[src/rtl/panel_mem_sequencer_if.sv]
// Signal bundle between the front-panel sequencer and the panel I/O, CPU bus and memory.
// The sequencer takes the slave view; the panel/bus side takes the master view.
interface panel_mem_sequencer_if;
  logic       cpu_halted;
  logic       cmd_deposit;
  logic       cmd_examine;
  logic       cmd_auto_inc;
  logic [7:0] panel_addr;
  logic [7:0] panel_data;
  logic [7:0] data_bus;
  logic [1:0] mux_select;
  logic [7:0] data_bus_injection;
  logic       ar_load;
  logic       memory_cs;
  logic       memory_we;
  logic       busy;
  logic       done;
  logic       error;
  logic [7:0] examine_data;
  logic [7:0] addr_ptr;

  modport master (
    output cpu_halted, cmd_deposit, cmd_examine, cmd_auto_inc,
    output panel_addr, panel_data, data_bus,
    input  mux_select, data_bus_injection, ar_load, memory_cs, memory_we,
    input  busy, done, error, examine_data, addr_ptr
  );

  modport slave (
    input  cpu_halted, cmd_deposit, cmd_examine, cmd_auto_inc,
    input  panel_addr, panel_data, data_bus,
    output mux_select, data_bus_injection, ar_load, memory_cs, memory_we,
    output busy, done, error, examine_data, addr_ptr
  );
endinterface

[src/rtl/panel_mem_sequencer.sv]
// Front-panel deposit/examine sequencer: turns panel command edges into timed AR-load and
// memory CS/WE cycles on the shared CPU bus while the CPU is halted.
module panel_mem_sequencer #(
  parameter int SETTLE_CYCLES = 1,
  parameter int WE_CYCLES     = 2,
  parameter int READ_CYCLES   = 2
) (
  input logic                  clk,
  input logic                  reset,
  panel_mem_sequencer_if.slave bus
);

  localparam int MaxAB     = (SETTLE_CYCLES > WE_CYCLES) ? SETTLE_CYCLES : WE_CYCLES;
  localparam int MaxCycles = (MaxAB > READ_CYCLES) ? MaxAB : READ_CYCLES;
  localparam int CntW      = (MaxCycles > 1) ? $clog2(MaxCycles) : 1;

  localparam logic [CntW-1:0] SettleLoad = CntW'(SETTLE_CYCLES - 1);
  localparam logic [CntW-1:0] WeLoad     = CntW'(WE_CYCLES - 1);
  localparam logic [CntW-1:0] ReadLoad   = CntW'(READ_CYCLES - 1);

  typedef enum logic [2:0] {
    IDLE,
    LOAD_ADDR,
    SETTLE,
    WRITE,
    READ,
    FINISH
  } state_e;

  state_e          state_q, state_d;
  logic [CntW-1:0] cnt_q, cnt_d;
  logic [7:0]      opAddr_q, opAddr_d;
  logic [7:0]      opData_q, opData_d;
  logic            isWrite_q, isWrite_d;
  logic            autoInc_q, autoInc_d;
  logic [7:0]      addrPtr_q, addrPtr_d;
  logic [7:0]      examData_q, examData_d;
  logic            depPrev_q, exaPrev_q;

  logic [1:0]      muxSel_q, muxSel_d;
  logic [7:0]      inj_q, inj_d;
  logic            arLoad_q, arLoad_d;
  logic            cs_q, cs_d;
  logic            we_q, we_d;
  logic            busy_q, busy_d;
  logic            done_q, done_d;
  logic            error_q, error_d;

  logic            depEdge, exaEdge, opActive;

  assign depEdge  = bus.cmd_deposit & ~depPrev_q;
  assign exaEdge  = bus.cmd_examine & ~exaPrev_q;
  assign opActive = (state_q == LOAD_ADDR) || (state_q == SETTLE) ||
                    (state_q == WRITE)     || (state_q == READ);

  // Next-state logic; all bus outputs are then decoded from the next state so they
  // come straight out of flops and line up with the state they belong to.
  always_comb begin
    state_d    = state_q;
    cnt_d      = cnt_q;
    opAddr_d   = opAddr_q;
    opData_d   = opData_q;
    isWrite_d  = isWrite_q;
    autoInc_d  = autoInc_q;
    addrPtr_d  = addrPtr_q;
    examData_d = examData_q;
    error_d    = 1'b0;

    unique case (state_q)
      IDLE: begin
        if (depEdge || exaEdge) begin
          if (!bus.cpu_halted) begin
            error_d = 1'b1;
          end else begin
            opAddr_d  = bus.cmd_auto_inc ? addrPtr_q : bus.panel_addr;
            opData_d  = bus.panel_data;
            isWrite_d = depEdge;
            autoInc_d = bus.cmd_auto_inc;
            addrPtr_d = opAddr_d;
            state_d   = LOAD_ADDR;
          end
        end
      end
      LOAD_ADDR: begin
        state_d = SETTLE;
        cnt_d   = SettleLoad;
      end
      SETTLE: begin
        if (cnt_q == '0) begin
          state_d = isWrite_q ? WRITE : READ;
          cnt_d   = isWrite_q ? WeLoad : ReadLoad;
        end else begin
          cnt_d = cnt_q - 1'b1;
        end
      end
      WRITE: begin
        if (cnt_q == '0) begin
          state_d = FINISH;
        end else begin
          cnt_d = cnt_q - 1'b1;
        end
      end
      READ: begin
        if (cnt_q == '0) begin
          examData_d = bus.data_bus;
          state_d    = FINISH;
        end else begin
          cnt_d = cnt_q - 1'b1;
        end
      end
      FINISH: begin
        state_d = IDLE;
        if (autoInc_q) begin
          addrPtr_d = addrPtr_q + 8'd1;
        end
      end
      default: state_d = IDLE;
    endcase

    // Losing the halt mid-cycle abandons the operation; FINISH has already reported done.
    if (opActive && !bus.cpu_halted) begin
      state_d    = IDLE;
      cnt_d      = cnt_q;
      examData_d = examData_q;
      addrPtr_d  = addrPtr_q;
      error_d    = 1'b1;
    end

    muxSel_d = 2'b00;
    inj_d    = 8'h00;
    arLoad_d = 1'b0;
    cs_d     = 1'b0;
    we_d     = 1'b0;
    done_d   = 1'b0;
    case (state_d)
      LOAD_ADDR: begin
        muxSel_d = 2'b10;
        inj_d    = opAddr_d;
        arLoad_d = 1'b1;
      end
      SETTLE: begin
        muxSel_d = 2'b10;
        inj_d    = opAddr_d;
      end
      WRITE: begin
        muxSel_d = 2'b01;
        inj_d    = opData_d;
        cs_d     = 1'b1;
        we_d     = 1'b1;
      end
      READ: begin
        cs_d = 1'b1;
      end
      FINISH: begin
        done_d = 1'b1;
      end
      default: begin
        muxSel_d = 2'b00;
      end
    endcase
    busy_d = (state_d != IDLE);
  end

  // Edge registers track the command levels even in reset, so a held switch never fires.
  always_ff @(posedge clk) begin
    depPrev_q <= bus.cmd_deposit;
    exaPrev_q <= bus.cmd_examine;
    if (reset) begin
      state_q    <= IDLE;
      cnt_q      <= '0;
      opAddr_q   <= 8'h00;
      opData_q   <= 8'h00;
      isWrite_q  <= 1'b0;
      autoInc_q  <= 1'b0;
      addrPtr_q  <= 8'h00;
      examData_q <= 8'h00;
      muxSel_q   <= 2'b00;
      inj_q      <= 8'h00;
      arLoad_q   <= 1'b0;
      cs_q       <= 1'b0;
      we_q       <= 1'b0;
      busy_q     <= 1'b0;
      done_q     <= 1'b0;
      error_q    <= 1'b0;
    end else begin
      state_q    <= state_d;
      cnt_q      <= cnt_d;
      opAddr_q   <= opAddr_d;
      opData_q   <= opData_d;
      isWrite_q  <= isWrite_d;
      autoInc_q  <= autoInc_d;
      addrPtr_q  <= addrPtr_d;
      examData_q <= examData_d;
      muxSel_q   <= muxSel_d;
      inj_q      <= inj_d;
      arLoad_q   <= arLoad_d;
      cs_q       <= cs_d;
      we_q       <= we_d;
      busy_q     <= busy_d;
      done_q     <= done_d;
      error_q    <= error_d;
    end
  end

  assign bus.mux_select         = muxSel_q;
  assign bus.data_bus_injection = inj_q;
  assign bus.ar_load            = arLoad_q;
  assign bus.memory_cs          = cs_q;
  assign bus.memory_we          = we_q;
  assign bus.busy               = busy_q;
  assign bus.done               = done_q;
  assign bus.error              = error_q;
  assign bus.examine_data       = examData_q;
  assign bus.addr_ptr           = addrPtr_q;

endmodule

[src/flat_wrapper.sv]
// flat-port wrapper written by rule: the top's interface ports become plain ports
module panel_mem_sequencer_flat 
#(
  parameter int SETTLE_CYCLES = 1,
  parameter int WE_CYCLES     = 2,
  parameter int READ_CYCLES   = 2
)
  (clk, reset, bus_cpu_halted, bus_cmd_deposit, bus_cmd_examine, bus_cmd_auto_inc, bus_panel_addr, bus_panel_data, bus_data_bus, bus_mux_select, bus_data_bus_injection, bus_ar_load, bus_memory_cs, bus_memory_we, bus_busy, bus_done, bus_error, bus_examine_data, bus_addr_ptr);
  panel_mem_sequencer_if bus_i ();
  input logic clk;
  input logic reset;
  input wire logic [$bits(bus_i.cpu_halted)-1:0] bus_cpu_halted;
  input wire logic [$bits(bus_i.cmd_deposit)-1:0] bus_cmd_deposit;
  input wire logic [$bits(bus_i.cmd_examine)-1:0] bus_cmd_examine;
  input wire logic [$bits(bus_i.cmd_auto_inc)-1:0] bus_cmd_auto_inc;
  input wire logic [$bits(bus_i.panel_addr)-1:0] bus_panel_addr;
  input wire logic [$bits(bus_i.panel_data)-1:0] bus_panel_data;
  input wire logic [$bits(bus_i.data_bus)-1:0] bus_data_bus;
  output wire logic [$bits(bus_i.mux_select)-1:0] bus_mux_select;
  output wire logic [$bits(bus_i.data_bus_injection)-1:0] bus_data_bus_injection;
  output wire logic [$bits(bus_i.ar_load)-1:0] bus_ar_load;
  output wire logic [$bits(bus_i.memory_cs)-1:0] bus_memory_cs;
  output wire logic [$bits(bus_i.memory_we)-1:0] bus_memory_we;
  output wire logic [$bits(bus_i.busy)-1:0] bus_busy;
  output wire logic [$bits(bus_i.done)-1:0] bus_done;
  output wire logic [$bits(bus_i.error)-1:0] bus_error;
  output wire logic [$bits(bus_i.examine_data)-1:0] bus_examine_data;
  output wire logic [$bits(bus_i.addr_ptr)-1:0] bus_addr_ptr;
  assign bus_i.cpu_halted = bus_cpu_halted;
  assign bus_i.cmd_deposit = bus_cmd_deposit;
  assign bus_i.cmd_examine = bus_cmd_examine;
  assign bus_i.cmd_auto_inc = bus_cmd_auto_inc;
  assign bus_i.panel_addr = bus_panel_addr;
  assign bus_i.panel_data = bus_panel_data;
  assign bus_i.data_bus = bus_data_bus;
  assign bus_mux_select = bus_i.mux_select;
  assign bus_data_bus_injection = bus_i.data_bus_injection;
  assign bus_ar_load = bus_i.ar_load;
  assign bus_memory_cs = bus_i.memory_cs;
  assign bus_memory_we = bus_i.memory_we;
  assign bus_busy = bus_i.busy;
  assign bus_done = bus_i.done;
  assign bus_error = bus_i.error;
  assign bus_examine_data = bus_i.examine_data;
  assign bus_addr_ptr = bus_i.addr_ptr;
  panel_mem_sequencer #(.SETTLE_CYCLES(SETTLE_CYCLES), .WE_CYCLES(WE_CYCLES), .READ_CYCLES(READ_CYCLES)) u_core (.clk(clk), .reset(reset), .bus(bus_i));
endmodule
[config.mk]
export PLATFORM = sky130hd
export DESIGN_NAME = panel_mem_sequencer_flat
export DESIGN_NICKNAME = d
export VERILOG_FILES = /design/src/rtl/panel_mem_sequencer_if.sv /design/src/rtl/panel_mem_sequencer.sv /design/src/flat_wrapper.sv
export SDC_FILE = /design/constraint.sdc
export NUM_CORES = 1
export LEC_CHECK = 0
export BUFFER_PORTS_ARGS = -buffer_cell sky130_fd_sc_hd__buf_4
export CORE_ASPECT_RATIO = 0.6
export CORE_MARGIN = 8
export CORE_UTILIZATION = 46
export DETAILED_ROUTE_END_ITERATION = 7
export HOLD_SLACK_MARGIN = 0.15
export PLACE_DENSITY = 0.71
export SYNTH_ARGS = -nofsm -noshare
export SYNTH_HDL_FRONTEND = slang
export SYNTH_SLANG_ARGS = --single-unit
[constraint.sdc]
create_clock -name clk -period 2.2 [get_ports clk]
set_clock_uncertainty 0.2 [all_clocks]
set_input_delay 0.33 -clock clk [delete_from_list [all_inputs] [get_ports clk]]
set_output_delay 0.33 -clock clk [all_outputs]
set_load 0.03 [all_outputs]
=== Yosys cells after proc, flatten, opt, wreduce, memory -nomap -nowiden ===
Index checks and enable logic that the tools add are counted.

* Reductions and logical operators: 17
* Equal/unequal tests: 13
* Bitwise operators: 6
* Muxes and demuxes: 31
* Add/subtract/negate cells: 2

{| class="wikitable"
|+ Operators with widths
! kind !! count
|-
| $mux W8 || 10
|-
| $pmux W8 S2 || 2
|-
| $mux W3 || 6
|-
| $eq A3 B2 Y1 const B || 4
|-
| $eq A3 B3 Y1 const B || 4
|-
| $pmux W3 S4 || 1
|-
| $mux W1 || 10
|-
| $add A8 B1 Y8 const B || 1
|-
| $eq A3 B1 Y1 const B || 2
|-
| $reduce_and A3 Y1 || 2
|-
| $reduce_bool A3 Y1 || 2
|-
| $reduce_or A2 Y1 || 3
|-
| $reduce_and A5 Y1 || 1
|-
| $logic_or A1 B1 Y1 || 4
|-
| $ne A2 B1 Y1 const B || 2
|-
| $not A1 Y1 || 4
|-
| $pmux W2 S2 || 1
|-
| $logic_not A3 Y1 || 1
|-
| $pmux W1 S3 || 1
|-
| $and A1 B1 Y1 || 2
|-
| $ne A2 B2 Y1 const B || 1
|-
| $reduce_and A2 Y1 || 1
|-
| $reduce_bool A2 Y1 || 1
|-
| $logic_and A1 B1 Y1 || 1
|-
| 2 further kinds || 2
|}

* Bits of input ports: 30
* Flip-flop bits (word level): 56
* Output and inout port bits: 32

=== Logic depth before layout (Yosys ltp) ===
* Word-level depth: 9
* Depth in mapped cells: 8

=== Worst setup path before layout ===
Ideal clock, no wire load.

* Path kind: reg2reg
* Start: reg u_core.state_q[1]
* End: reg u_core.busy_q, in the netlist u_core.bus.busy
* Path slack: 236 ps
* Stages on the path, launching flop included: 8
* Data arrival time: 1,637 ps
* Required time: 1,873 ps
* Clock period less this slack: 1,964 ps
* Path through: dfxtp_1 > or2_1 > buf_6 > nor3_2 > buf_6 > or3_4 > nor2b_4 > or3_1

* Cells in the longest elaborated chain, start to end: 7

{| class="wikitable"
|+ Ends and longest elaborated chain
! item !! line !! source
|-
| start, declared || panel_mem_sequencer.sv:30 || <nowiki>state_e state_q, state_d;</nowiki>
|-
| start signal, assigned || panel_mem_sequencer.sv:186 || <nowiki>state_q <= state_d;</nowiki>
|-
| branches (longest 5 deep; another with $pmux W3 S4) || n/a ||
|-
| $mux W3 * || panel_mem_sequencer.sv:121 || <nowiki>if (opActive && !bus.cpu_halted) begin</nowiki>
|-
| $reduce_bool A3 Y1 * || panel_mem_sequencer.sv:161 || <nowiki>busy_d = (state_d != IDLE);</nowiki>
|-
| end signal, assigned || panel_mem_sequencer.sv:199 || <nowiki>busy_q <= busy_d;</nowiki>
|-
| end, declared || panel_mem_sequencer.sv:45 || <nowiki>logic busy_q, busy_d;</nowiki>
|}

Mark *: on every way between the ends.
A chain may end at the register's enable or synchronous reset.

=== Final worst setup path ===
Same ends and word-level chain as after synthesis.

==> run_results.csv <==
group,metric,value,unit
critical_path,cp_cell_sequence,"or2_1 > nor3_2 > or3_4 > nor2b_4 > or3_1",
clocking,insertion_delay,310,ps
clocking,cts_root_buf,"clkbuf_8",
synthesis,ys_ff_latch,55,
power_and_ir_drop,irDropWorstVdd,420,uV
power_and_ir_drop,power_density,621,nW/um^2
critical_path,worstPathMaxFanout,8,
sta,finalSetupViolCount,0,
critical_path,worst-path-buf-inv,0,
route,via_count,2038,
global_route,grt.busiest_layer,"met1",
outcome,outcome,"finished, final reports clean",
synthesis,synth-edff-count,0,
global_route,grt_pass1_wl,9750,um
synthesis,synth_warnings,0,
synthesis,synth_nets,286,
critical_path,crit_type,"flip-flop to flip-flop",
clocking,clk_path_buf_depth,2,
power_and_ir_drop,leakage,0.00132,uW
global_route,grt_pass1_vias,1992,
sta,maxSlewViolCount,0,
route,drtIter0Drc,132,
clocking,cts_sinks,55,
synthesis,syn_inst,255,
sta,hold_violations,0,
finish,fin_util,0.627,
critical_path,critPathTopFamily,"simple AND/OR/NAND/NOR gates",
finish,area_growth,33.7,%
critical_path,cp.required,2200,ps
finish,diodes,0,
global_route,grt_start_max_net_pins,44,
min_path,hold_path_class,"input pin to flip-flop",
finish,drive_above_1_share,0.280,
sta,max_slew_margin,0.602,
route,wl,5980,um
global_route,grt.overflow.total,0,
critical_path,critPathArrivalTime,2110,ps
critical_path,endpoint_kind,"flip-flop",
clocking,post_cts_buffers,0,
global_route,grtUsageTotal,0.155,
global_route,grt_use_met1,0.219,
die,die_area,7660,um^2
die,ioPinCount,62,
finish,fillers,430,
finish,layout.nets,362,
placed_design,port_buffers,61,
synthesis,syn_avg_cell_area,9.12,um^2
synthesis,netlist_area,2320,um^2
die,die_y,71.1,um
critical_path,start_kind,"flip-flop",
clocking,h-tree-depth,2,
flow_run,cap_viol_max_count,0,
synthesis,synthArstFlopShare,0,
route,viasPerCell,5.12,
route,wl_per_cell,15.0,um
clocking,path_clk_slew,110,ps
finish,seq_area,1100,um^2
sta,finalCritPeriodShare,0.959,
die,die_w,108,um
clocking,cts_buffers,5,
sta,post-route-min-period,2110,ps
placed_design,hpwl,4060,um
global_route,use_met2,0.218,
route,drc,0,
global_route,grt_use_met3,0.0544,
route,route.antenna.remaining_nets,0,
synthesis,yosysUniqueCellTypes,52,
global_route,antenna_found_initial,0,
sta,tightestPinTransition,593,ps
clocking,cts_tree,"built",
die,core,4950,um^2
critical_path,critPathSlowestCell,"dfxtp_1",
sta,rsz0062_at_grt,"false",
finish,multi_input_area,1120,um^2
power_and_ir_drop,p_total,1930,uW
sta,max_clock_freq,474,MHz
die,initial_utilization,0.469,
critical_path,slowest_delay,540,ps
route,first_pass_iters,4,
synthesis,synthFlopType,"dfxtp_1",
synthesis,synth_seq_area_share,0.474,
placed_design,gp_congestion,0.793,
die,rows,20,
sta,finalSetupTns,0,ps
layer usage:
metal / wire length, um / share of wire
met2: 2440 / 0.41
met1: 2910 / 0.49
met5: 0 / 0
met3: 614 / 0.10
met4: 18 / 0.0030
worst paths after layout:
check	startpoint	endpoint	slack [ps]	cells past startpoint
worst max-delay path	u_core.state_q[1]$_SDFF_PP0_	u_core.bus.busy$_SDFF_PP0_	90	5
worst min-delay path	bus_cmd_auto_inc	u_core.autoInc_q$_SDFFE_PP0P_	190	3
worst max register to register	u_core.state_q[1]$_SDFF_PP0_	u_core.bus.busy$_SDFF_PP0_	90	5
worst min register to register	u_core.opData_q[5]$_SDFF_PP0_	u_core.opData_q[5]$_SDFF_PP0_	260	2
Yosys cell counts, drive strengths merged (3+ instances only):
library cell,n,area [um^2]
a211oi,8,60.1
a21oi,24,124
a22o,8,70.1
and3,4,25.0
buf,10,77.6
clkbuf,7,26.3
dfxtp,55,1100
mux2i,15,150
nand2,32,120
nor2,31,116
nor2b,6,47.5
nor3,3,20.0
nor3b,3,22.5
o21ai,10,50.0
o22ai,3,18.8
or2,3,18.8
worst register-to-register path: stages, from the launching register on:
cell and delay [ps]:
dfxtp_1 540, or2_1 290, nor3_2 80, or3_4 390
nor2b_4 140, or3_1 360
cell usage in the layout (no fill, tap or decap), types with 3 or more instances in the layout:
cell type	Yosys	routed
nor2b_1	4	4
and3_1	4	4
dfxtp_1	55	54
nor3b_1	3	3
nor2_1	31	31
nand2_1	32	32
a211oi_1	8	6
a22o_1	8	8
a21oi_1	23	23
mux2i_1	15	15
dlygate4sd3_1	0	19
buf_4	4	68
o21ai_0	9	9
o22ai_1	3	3
clkbuf_8	0	5
final cells by class:
type / instances / share of cell area
inverters: 1 / 0.00121
clock buffers: 5 / 0.0221
multi-input cells: 181 / 0.361
flip-flops and latches: 55 / 0.355
well taps: 66 / 0.0266
clock inverters: 3 / 0.00886
repair buffers: 87 / 0.225
report_power, final:
group          total [uW]  switching, uW  internal [uW]
Sequential           1060           23.8           1030
Clock                 590            355            235
Combinational         282            147            135
repair_timing:
action | 4_1_cts | 5_1_grt
endpoints found under the setup margin | 0 | 12
endpoints found under the hold margin | 19 | 0
hold buffers | 19 | 0
gates resized for setup | 0 | 4
logic make-up (layout without fill, tap and decap cells):
logic type	Yosys count	after routing	synth area share
adder cells (fa/ha/maj)	1	1	0.00538
AND/OR/NAND/NOR	95	95	0.203
AO/OA/AOI/OAI	70	70	0.202
multiplexers	15	15	0.0646
flip-flops	55	55	0.474
buffers and inverters	19	96	0.0517
metrics by stage:
| stage | cells | hold slack [ps] | setup WS (ps) | instance area (um^2) |
|---|---|---|---|---|
| floorplan | 255 | 158 | 236 | 2320 |
| global placement | 371 | 244 | 147 | 2800 |
| detailed placement | 371 | 245 | 94.6 | 2800 |
| CTS | 398 | 188 | 75.9 | 3090 |
| global route | 398 | 203 | 33.0 | 3110 |
| finish | 398 | 193 | 90.2 | 3110 |
registers in the layout (all words and copies together), names as in the netlist, 3 cells and up:
signal	flops
u_core.opData_q	8
u_core.bus.examine_data	8
u_core.bus.data_bus_injection	8
u_core.state_q	3
u_core.bus.addr_ptr	8
u_core.opAddr_q	8
Power figures use the tool's default switching activity.
